File: src/rtl/counter_pkg.sv
// counter_pkg
// Shared definitions for the up/down counter slice:
//   DIR_UP / DIR_DOWN  - encodings of the UP direction input
//   WIDTH_MIN/MAX      - legal range of the counter width parameter
//   max_count()        - largest value representable in a given width
package counter_pkg;

  localparam logic DIR_UP   = 1'b1;
  localparam logic DIR_DOWN = 1'b0;

  localparam int WIDTH_MIN = 2;
  localparam int WIDTH_MAX = 32;

  // Evaluated in 64 bits so that a 32-bit counter does not overflow.
  function automatic longint unsigned max_count(input int width);
    return (64'd1 << width) - 64'd1;
  endfunction

endpackage

File: src/rtl/updown_register.sv
// updown_register
// WIDTH-bit state register for the up/down counter.
// Ports:
//   clk    - rising-edge clock
//   resetn - synchronous active-low reset, loads INIT
//   en     - capture enable; q holds when low
//   d      - next-state value
//   q      - registered state
module updown_register #(
  parameter int              WIDTH = 4,
  parameter logic [WIDTH-1:0] INIT = '0
) (
  input  logic             clk,
  input  logic             resetn,
  input  logic             en,
  input  logic [WIDTH-1:0] d,
  output logic [WIDTH-1:0] q
);

  // Reset takes priority over the enable so that a reset lands even
  // while the counter is idle.
  always_ff @(posedge clk) begin
    if (!resetn) begin
      q <= INIT;
    end else if (en) begin
      q <= d;
    end
  end

endmodule

File: src/rtl/updown_counter.sv
// updown_counter
// Loadable up/down counter with terminal count 0..MAX and carry output.
// Build option: define UPDOWN_COUNTER_SATURATE_EN to make the counter stop
// at MAX (up) or 0 (down) instead of wrapping.
// Ports:
//   CLK    - rising-edge clock
//   RESETN - synchronous active-low reset, count returns to INIT
//   CE     - count enable
//   UP     - direction, DIR_UP increments, DIR_DOWN decrements
//   LD     - synchronous load of D (clamped to MAX), overrides CE
//   D      - load value
//   O      - registered count, never above MAX
//   COUT   - combinational terminal-count indication
module updown_counter
  import counter_pkg::*;
#(
  parameter int              WIDTH = 4,
  parameter longint unsigned MAX   = max_count(WIDTH),
  parameter longint unsigned INIT  = 0
) (
  input  logic             CLK,
  input  logic             RESETN,
  input  logic             CE,
  input  logic             UP,
  input  logic             LD,
  input  logic [WIDTH-1:0] D,
  output logic [WIDTH-1:0] O,
  output logic             COUT
);

  // Illegal parameter combinations stop elaboration.
  if (WIDTH < WIDTH_MIN || WIDTH > WIDTH_MAX) begin : g_bad_width
    $error("updown_counter: WIDTH out of range");
  end
  if (MAX < 1 || MAX > max_count(WIDTH)) begin : g_bad_max
    $error("updown_counter: MAX out of range for WIDTH");
  end
  if (INIT > MAX) begin : g_bad_init
    $error("updown_counter: INIT greater than MAX");
  end

  localparam logic [WIDTH-1:0] MAX_V  = MAX[WIDTH-1:0];
  localparam logic [WIDTH-1:0] INIT_V = INIT[WIDTH-1:0];

  logic [WIDTH-1:0] count;
  logic [WIDTH-1:0] next_count;
  logic             at_max;
  logic             at_zero;
  logic             reg_en;

  assign at_max  = (count == MAX_V);
  assign at_zero = (count == '0);

  // The register only needs to capture when loading or counting.
  assign reg_en = LD | CE;

  // Next count: load (clamped) beats counting; the boundary behaviour
  // at MAX/0 is either wrap-around or saturation depending on the build.
  always_comb begin
    next_count = count;
    if (LD) begin
      next_count = (D > MAX_V) ? MAX_V : D;
    end else if (UP == DIR_UP) begin
`ifdef UPDOWN_COUNTER_SATURATE_EN
      next_count = at_max ? MAX_V : count + 1'b1;
`else
      next_count = at_max ? '0 : count + 1'b1;
`endif
    end else begin
`ifdef UPDOWN_COUNTER_SATURATE_EN
      next_count = at_zero ? '0 : count - 1'b1;
`else
      next_count = at_zero ? MAX_V : count - 1'b1;
`endif
    end
  end

  updown_register #(
    .WIDTH (WIDTH),
    .INIT  (INIT_V)
  ) u_state (
    .clk    (CLK),
    .resetn (RESETN),
    .en     (reg_en),
    .d      (next_count),
    .q      (count)
  );

  assign O = count;

  // Gated by RESETN so a reset cycle never reports a terminal count.
  assign COUT = RESETN & CE & ~LD &
                (((UP == DIR_UP) & at_max) | ((UP == DIR_DOWN) & at_zero));

endmodule

File: config.mk
export PLATFORM = sky130hd
export DESIGN_NAME = updown_counter
export DESIGN_NICKNAME = d
export VERILOG_FILES = /design/src/rtl/counter_pkg.sv /design/src/rtl/updown_register.sv /design/src/rtl/updown_counter.sv
export SDC_FILE = /design/constraint.sdc
export NUM_CORES = 1
export LEC_CHECK = 0
export ABC_AREA = 1
export BUFFER_PORTS_ARGS = -buffer_cell sky130_fd_sc_hd__buf_2
export CAP_MARGIN = 20
export CORE_AREA = 10 10 47 49
export CTS_CLUSTER_DIAMETER = 80
export DETAILED_ROUTE_END_ITERATION = 6
export DIE_AREA = 0 0 57 59
export PLACE_DENSITY = 0.5
export REMOVE_ABC_BUFFERS = 1
export SYNTH_ARGS = -nofsm -noshare
export SYNTH_HDL_FRONTEND = slang
export SYNTH_SLANG_ARGS = --single-unit
File: constraint.sdc
create_clock -name CLK -period 1.35 [get_ports CLK]
set_input_delay 0.135 -clock CLK [delete_from_list [all_inputs] [get_ports CLK]]
set_output_delay 0.135 -clock CLK [all_outputs]
set_load 0.02 [all_outputs]
# == After elaboration in Yosys (flattened, before gate mapping) ==
# Index checks and enable logic that the tools add are counted.
# totals
reg_bits,4
word_cells,20
# classes
addsub,2
order_cmp,1
n_eq_ne,1
muxes,5
bitwise_logic,9
reduce_logical,1
# op_table
cell,n
2-to-1 mux 4 bit,5
bitwise AND 1 bit,5
adder 4 x 1 -> 4 bit (second input constant),1
== test 4 bit (second input constant),1
> comparator 4 bit (second input constant),1
logical NOT 4 bit,1
subtractor 4 x 1 -> 4 bit (second input constant),1
inverter 1 bit,2
bitwise OR 1 bit,2

# == Longest topological paths before layout ==
# Gate-level depths: netlist of run 1.
# logic_depth
ltp_word,4
mapped_depth,8
mapped_depth_nobuf,8

# == Modules after synthesis ==
# From an unflattened synthesis of run 1, not the netlist that was laid out.
# unflattened
hier_cells,69
area_unflattened_um2,376.6
# by_module_without_submodules
module,n_inst,cells_each,area_each_um2,seq_area_each_um2
updown_counter,1,44,210.2,0.0
updown_register,1,25,166.4,80.1

# == Worst setup path before layout of run 1 ==
# Ideal clock, no wire load.
# synth_timing
path_type,register to output
start,register u_state.q[0]
end,output COUT
t_arrival_ns,1.416
t_required_ns,1.215
setup_slack_ns,-0.201
stages_incl_launch_ff,6
path_buffers,0
path_cell_list,dfxtp_1 -> inv_1 -> ha_1 -> nand2_2 -> or3_1 -> a21oi_1
# synth_between
elab_chain_cells,4
# synth_rtl
item,line_no,source
"start, declared",updown_register.sv:17,output logic [WIDTH-1:0] q
"start signal, assigned",updown_register.sv:24,q <= INIT;
"start signal, assigned",updown_register.sv:26,q <= d;
== test 4 bit or logical NOT 4 bit (tied branches),"updown_counter.sv:51, updown_counter.sv:52",
bitwise AND 1 bit,updown_counter.sv:93,(((UP == DIR_UP) & at_max) | ((UP == DIR_DOWN) & at_zero));
bitwise OR 1 bit (*),updown_counter.sv:93,
bitwise AND 1 bit (*),updown_counter.sv:92,assign COUT = RESETN & CE & ~LD &
"end, declared",updown_counter.sv:28,output logic COUT
# Mark *: on every way between the ends. The rest lies on a longest branch, timed or not.

# == Worst setup path after layout of run 1 ==
# Ends and elaborated chain as after synthesis.

==> impl_metrics.tcl, run 1 <==
set metrics [dict create \
    status "finished, violations left" \
    violations "setup timing" \
    cts_max_level 1 \
    cts_inserted_buffers 3 \
    cp.required_ns 1.22 \
    largestRegisters "u_state.q (4)" \
    fin_crit_ns 1.57 \
    die_w_um 57 \
    cts_tree "built" \
    path_class "reg2out" \
    p_total_uw 461 \
    synth.avg_cell_area_um2 5.89 \
    finalHoldViolations 0 \
    ys_seq_area_frac 0.234 \
    largest_reg_flops 4 \
    avgRoutedWirePerCell_um 10.8 \
    relSlewSlack 0.780 \
    p_per_area_mw_per_mm2 846 \
    drt_iter0_markers 1 \
    grt_antenna_before_repair 0 \
    gp_congestion 0.753 \
    drive_gt1_frac 0.427 \
    pin_count 14 \
    die_h_um 59 \
    wirelength_um 1060 \
    cts.clk_slew.worst_paths_ns 0.04 \
    fin_tns_setup_ns -0.221 \
    instances_no_fill 98 \
    dieArea_mm2 0.00336 \
    grt_pass1_vias 455 \
    min_path_cells 3 \
    ir_drop_mv 0.411 \
    via_per_inst 4.51 \
    clockBufferDepth 2 \
    dpl.hpwl_um 843 \
    n_fill_cell 170 \
    place_inst 93 \
    max_freq_ghz 0.636 \
    grt_first_pass_wirelength_um 1770 \
    num_vias 442 \
    overflow 0 \
    final_nets 95 \
    clk_latency_ns 0.23 \
    cp.arrival_ns 1.44 \
    fin_skew_ns 0.000906 \
    ys_warn_count 0 \
    antenna_cells 0 \
    postSynthCellCount 58 \
    start_util 0.244 \
    maxSlewViolCount 0 \
    ant_nets 0 \
    power.leakage_uw 0.000287 \
    grt_max_degree 7 \
    worst_slack_ns -0.221 \
    drt_pass1_iterations 3 \
    drcViolationCount 0 \
    path_max_fanout 2 \
    worst_pin_slew_ns 0.329 \
    layout_commonest_cell "nand2_1" \
    hold_ws_ns 0.141 \
    seqCellArea_um2 81.3 \
    post-route-util 0.388 \
    holdCritPathClass "in2reg" \
    row_count 14 \
    final_cell_mix "22 x nand2_1, 12 x buf_2, 8 x buf_4" \
    synth.distinct_cells 16 \
    clock_sinks 4 \
    setup_viol 1 \
    port_buffers 13 \
    ff2ff_path_depth 7 \
    core_area_mm2 0.00140 \
    period_share 1.16 \
    cp-end-kind "output pin" \
    multi_input_area_um2 255 \
    start_kind "flip-flop" \
    ys_ff_latch 4 \
    grt_usage 0.0681 \
    rsz0062_at_grt "yes" \
    area_growth_pct 59.3 \
    largest_register "u_state.q" \
    synthesis.area_um2 342 \
    cts_root_buf "clkbuf_4" \
    maxCapViolations 0 \
]
-- layer usage --
layer | share of wire | vias to the layer above | GRT usage
li1 | - | 236 | -
met1 | 0.41 | 189 | 0.0555
met2 | 0.51 | 13 | 0.126
met3 | 0.056 | 4 | 0.0322
met4 | 0.022 | 0 | 0.0503
met5 | 0 | - | 0
-- area by class of cell --
class / instances / share of cell area
multi-input cells: 45 / 0.469
repair buffers: 21 / 0.241
flip-flops and latches: 4 / 0.149
inverters: 9 / 0.0621
clock buffers: 3 / 0.0414
well taps: 16 / 0.0368
-- power by group --
group	internal, µW	leakage, µW	switching (µW)
Clock	99.3	0.0000138	47.3
Combinational	85.5	0.000240	90.7
Sequential	130	0.0000335	8.25
Total	314	0.000287	146
-- timing repair --
action                                  in CTS  in global routing
hold buffers                                 0                  0
setup buffers                                2                  0
resized for setup                            5                  6
pin swaps                                    2                  2
endpoints found under the setup margin       1                  2
-- cell families (layout without fill, tap and decap cells) --
kind of cell,after synthesis,in the layout,synth area share
adder cells (fa/ha/maj),2,2,0.0732
XOR/XNOR,2,2,0.0513
buffers and inverters,9,33,0.0989
AO/OA/AOI/OAI,7,7,0.128
flip-flops,4,4,0.234
AND/OR/NAND/NOR,34,34,0.414
-- critical path, cell delays in order, from the launching register on --
cell and delay (ns):
dfxtp_2 0.31, inv_2 0.08, ha_4 0.14, nand2_2 0.06, or3_4 0.34, a21oi_2 0.14
buf_6 0.13
-- stage by stage --
stage | area (µm²) | setup WS (ns)
4_1_cts | 527 | -0.254
5_1_grt | 544 | -0.278
3_5_place_dp | 472 | -0.0109
2_1_floorplan | 342 | -0.201
6_report | 544 | -0.221
3_3_place_gp | 472 | -0.0240
-- path summary, 6_finish.rpt --
kind / startpoint / to / slack (ns)
worst max-delay path: u_state.q[0] / COUT / -0.22
worst min-delay path: RESETN / u_state.q[0] / 0.14
worst max register to register: u_state.q[1] / u_state.q[2] / 0.13
worst min register to register: u_state.q[1] / u_state.q[1] / 0.63
-- cells in the mapped netlist --
cell	count	area, µm²
o21bai_1	1	7.51
o21ai_2	1	8.76
nor2_1	4	15.0
a21oi_1	3	15.0
or3_1	1	6.26
nand2_1	22	82.6
nand3_1	5	25.0
nand4_1	1	6.26
xnor2_1	1	8.76
inv_2	1	3.75
a31oi_1	2	12.5
dfxtp_1	4	80.1
xor2_1	1	8.76
inv_1	8	30.0
nand2_2	1	6.26
ha_1	2	25.0
Power figures use the tool's default switching activity.
==> inputs of run 2 (changes only) <==
--- a/config.mk
+++ b/config.mk
@@ -8,12 +8,16 @@
 export ABC_AREA = 1
 export BUFFER_PORTS_ARGS = -buffer_cell sky130_fd_sc_hd__buf_2
 export CAP_MARGIN = 20
+export CELL_PAD_IN_SITES_DETAIL_PLACEMENT = 1
+export CELL_PAD_IN_SITES_GLOBAL_PLACEMENT = 1
 export CORE_AREA = 10 10 47 49
+export CTS_BUF_LIST = sky130_fd_sc_hd__clkbuf_8
 export CTS_CLUSTER_DIAMETER = 80
 export DETAILED_ROUTE_END_ITERATION = 6
 export DIE_AREA = 0 0 57 59
-export PLACE_DENSITY = 0.5
+export PLACE_DENSITY = 0.74
 export REMOVE_ABC_BUFFERS = 1
 export SYNTH_ARGS = -nofsm -noshare
 export SYNTH_HDL_FRONTEND = slang
+export SYNTH_HIERARCHICAL = 1
 export SYNTH_SLANG_ARGS = --single-unit
==> impl_metrics.tcl, run 2 <==
set metrics [dict create \
    status "complete, no violations" \
    setup_viol 0 \
    instances_no_fill 105 \
    startpoint "u_state/q[0]" \
    ys_seq_area_frac 0.213 \
    wirelength_um 1320 \
    cts_max_level 1 \
    ant_nets 0 \
    p_per_area_mw_per_mm2 1020 \
    crit_slowest_cell "dfxtp_4" \
    reg2reg_from "u_state/q[0]" \
    drcViolationCount 0 \
    synth.avg_cell_area_um2 5.46 \
    rsz0062_at_grt "yes" \
    p_switching_uw 199 \
    synthArstFlopShare 0 \
    fin_skew_ns 0.00330 \
    grt_antenna_before_repair 0 \
    port_buffers 13 \
    ff2ff_path_depth 11 \
    via_per_inst 4.72 \
    dieArea_mm2 0.00336 \
    cp.required_ns 1.22 \
    grt_max_degree 9 \
    path_max_fanout 4 \
    largestRegisters "u_state/q (4)" \
    ir_drop_mv 0.671 \
    synth.largest_area_cell "nand2_1" \
    post-place-ws_ns -0.0875 \
    crit_cells 5 \
    die_w_um 57 \
    finalHoldViolations 0 \
    relSlewSlack 0.880 \
    synthesis.area_um2 377 \
    combPwrFrac 0.331 \
    synthTopCellsByArea "nand2_1 24%, dfxtp_1 21%, nor2_1 12%, nand3_1 9.3%, inv_1 9.0%" \
    overflow 0 \
    ys.flop_type "dfxtp_1" \
    period_share 0.992 \
    clockBufferDepth 2 \
    cts_inserted_buffers 3 \
    drt_iter0_markers 3 \
    yosys.cell_count.top_type "nand2_1" \
    grt_pass1_vias 594 \
    gp_congestion 0.823 \
    p_clk_frac 0.412 \
    synth.distinct_cells 13 \
    p_total_uw 615 \
    synth_edf_count 0 \
    area_growth_pct 60.1 \
    final_nets 102 \
    avgRoutedWirePerCell_um 12.6 \
    dpl.hpwl_um 1020 \
    grt_first_pass_wirelength_um 2460 \
    holdCritPathClass "in2reg" \
    start_kind "flip-flop" \
    clock_sinks 4 \
    drt_pass1_iterations 4 \
    cp-end-kind "output pin" \
    crit_family "flip-flops" \
    cts.clk_slew.worst_paths_ns 0.03 \
    maxCapViolations 0 \
    internal_power_uw 416 \
    largest_reg_flops 4 \
    die_h_um 59 \
    ys_ff_latch 4 \
    row_count 14 \
    seq_power_share 0.257 \
    place_inst 100 \
    start_util 0.269 \
    worstReg2RegEnd "u_state/q[2]" \
    antenna_cells 0 \
    cp.arrival_ns 1.20 \
    largest_register "u_state/q" \
    yosys.area.top_type_share 0.239 \
    drive_gt1_frac 0.427 \
    synth.top_cells.by_count "24 x nand2_1, 12 x nor2_1, 9 x inv_1" \
    cp_slowest_stage_delay_ns 0.35 \
    final_cell_mix "22 x nand2_1, 12 x buf_2, 11 x nor2_1" \
    grt_usage 0.0927 \
    layout_commonest_cell "nand2_1" \
    clk_latency_ns 0.22 \
    critPathBufInv 2 \
    maxSlewViolCount 0 \
    fin_crit_ns 1.34 \
    endpoint "COUT" \
    cts_root_buf "clkbuf_8" \
    worst_slack_ns 0.0103 \
    path_class "reg2out" \
    pin_count 14 \
    cts_tree "built" \
    path_cells "inv_4, ha_4, nand4_1, a21oi_2, buf_4" \
    max_freq_ghz 0.746 \
    hp-start "RESETN" \
    num_vias 496 \
    worst_pin_slew_ns 0.181 \
    ys_warn_count 6 \
    core_area_mm2 0.00140 \
    regToRegSetupSlack_ns 0.03 \
    swShare 0.324 \
    postSynthCellCount 69 \
    cts_hold_buf 0 \
    power.leakage_uw 0.000325 \
]
==> run 2: area by class of cell <==
type / count / area, µm²
timing repair buffer: 18 / 109
fill: 195 / 798
sequential: 4 / 90.1
tap: 16 / 20.0
multi-input combinational: 54 / 300
inverter: 10 / 42.5
clock buffer: 3 / 41.3
==> run 2: worst min-delay path by stage <==
stage                        end  cells past startpoint
floorplan           u_state/q[0]                      2
global placement    u_state/q[1]                      3
detailed placement  u_state/q[1]                      3
CTS                 u_state/q[1]                      3
global route        u_state/q[1]                      3
finish              u_state/q[1]                      3
==> run 2: cell families after synthesis <==
group	count (synthesis)	share of synthesized area
buffers and inverters	11	0.130
adders and majority gates	2	0.0664
and+or+nand+nor	46	0.502
DFF	4	0.213
xor gates and xnor gates	1	0.0233
AOI/OAI and AO/OA	5	0.0664
==> run 2: stage by stage <==
| step | util | hold slack (ns) | cell area [µm²] | TNS, ns |
|---|---|---|---|---|
| after floorplan | - | 0.255 | 365 | -0.285 |
| after global placement | 0.338 | 0.405 | 473 | -0.0489 |
| after detailed placement | 0.338 | 0.418 | 473 | -0.113 |
| after CTS | 0.396 | 0.177 | 554 | -0.00109 |
| after global routing | 0.430 | 0.213 | 603 | -0.348 |
| final | 0.430 | 0.184 | 603 | 0 |
==> run 2: power by group through the flow <==
stage	logic [µW]	clock network, µW	registers, µW
floorplan	85.7	0	162
global placement	160	0	150
detailed placement	164	0	151
CTS	179	267	154
global route	234	272	162
finish	204	253	158
==> run 2: worst min-delay path, stage by stage <==
cell and delay [ns]:
buf_2 0.13, nand2_1 0.06, nor2_1 0.03
==> run 2: repair_timing <==
item / in CTS / in global routing
setup buffers: 1 / 1
pin swaps: 4 / 6
gates resized for setup: 10 / 14
setup endpoints to repair: 3 / 5
==> run 2: routing by layer <==
| metal | wire length (µm) | share of wire | GRT usage |
|---|---|---|---|
| met1 | 512 | 0.39 | 0.0848 |
| met2 | 690 | 0.52 | 0.166 |
| met3 | 80 | 0.061 | 0.0322 |
| met4 | 35 | 0.027 | 0.0705 |
| met5 | 0 | 0 | 0 |
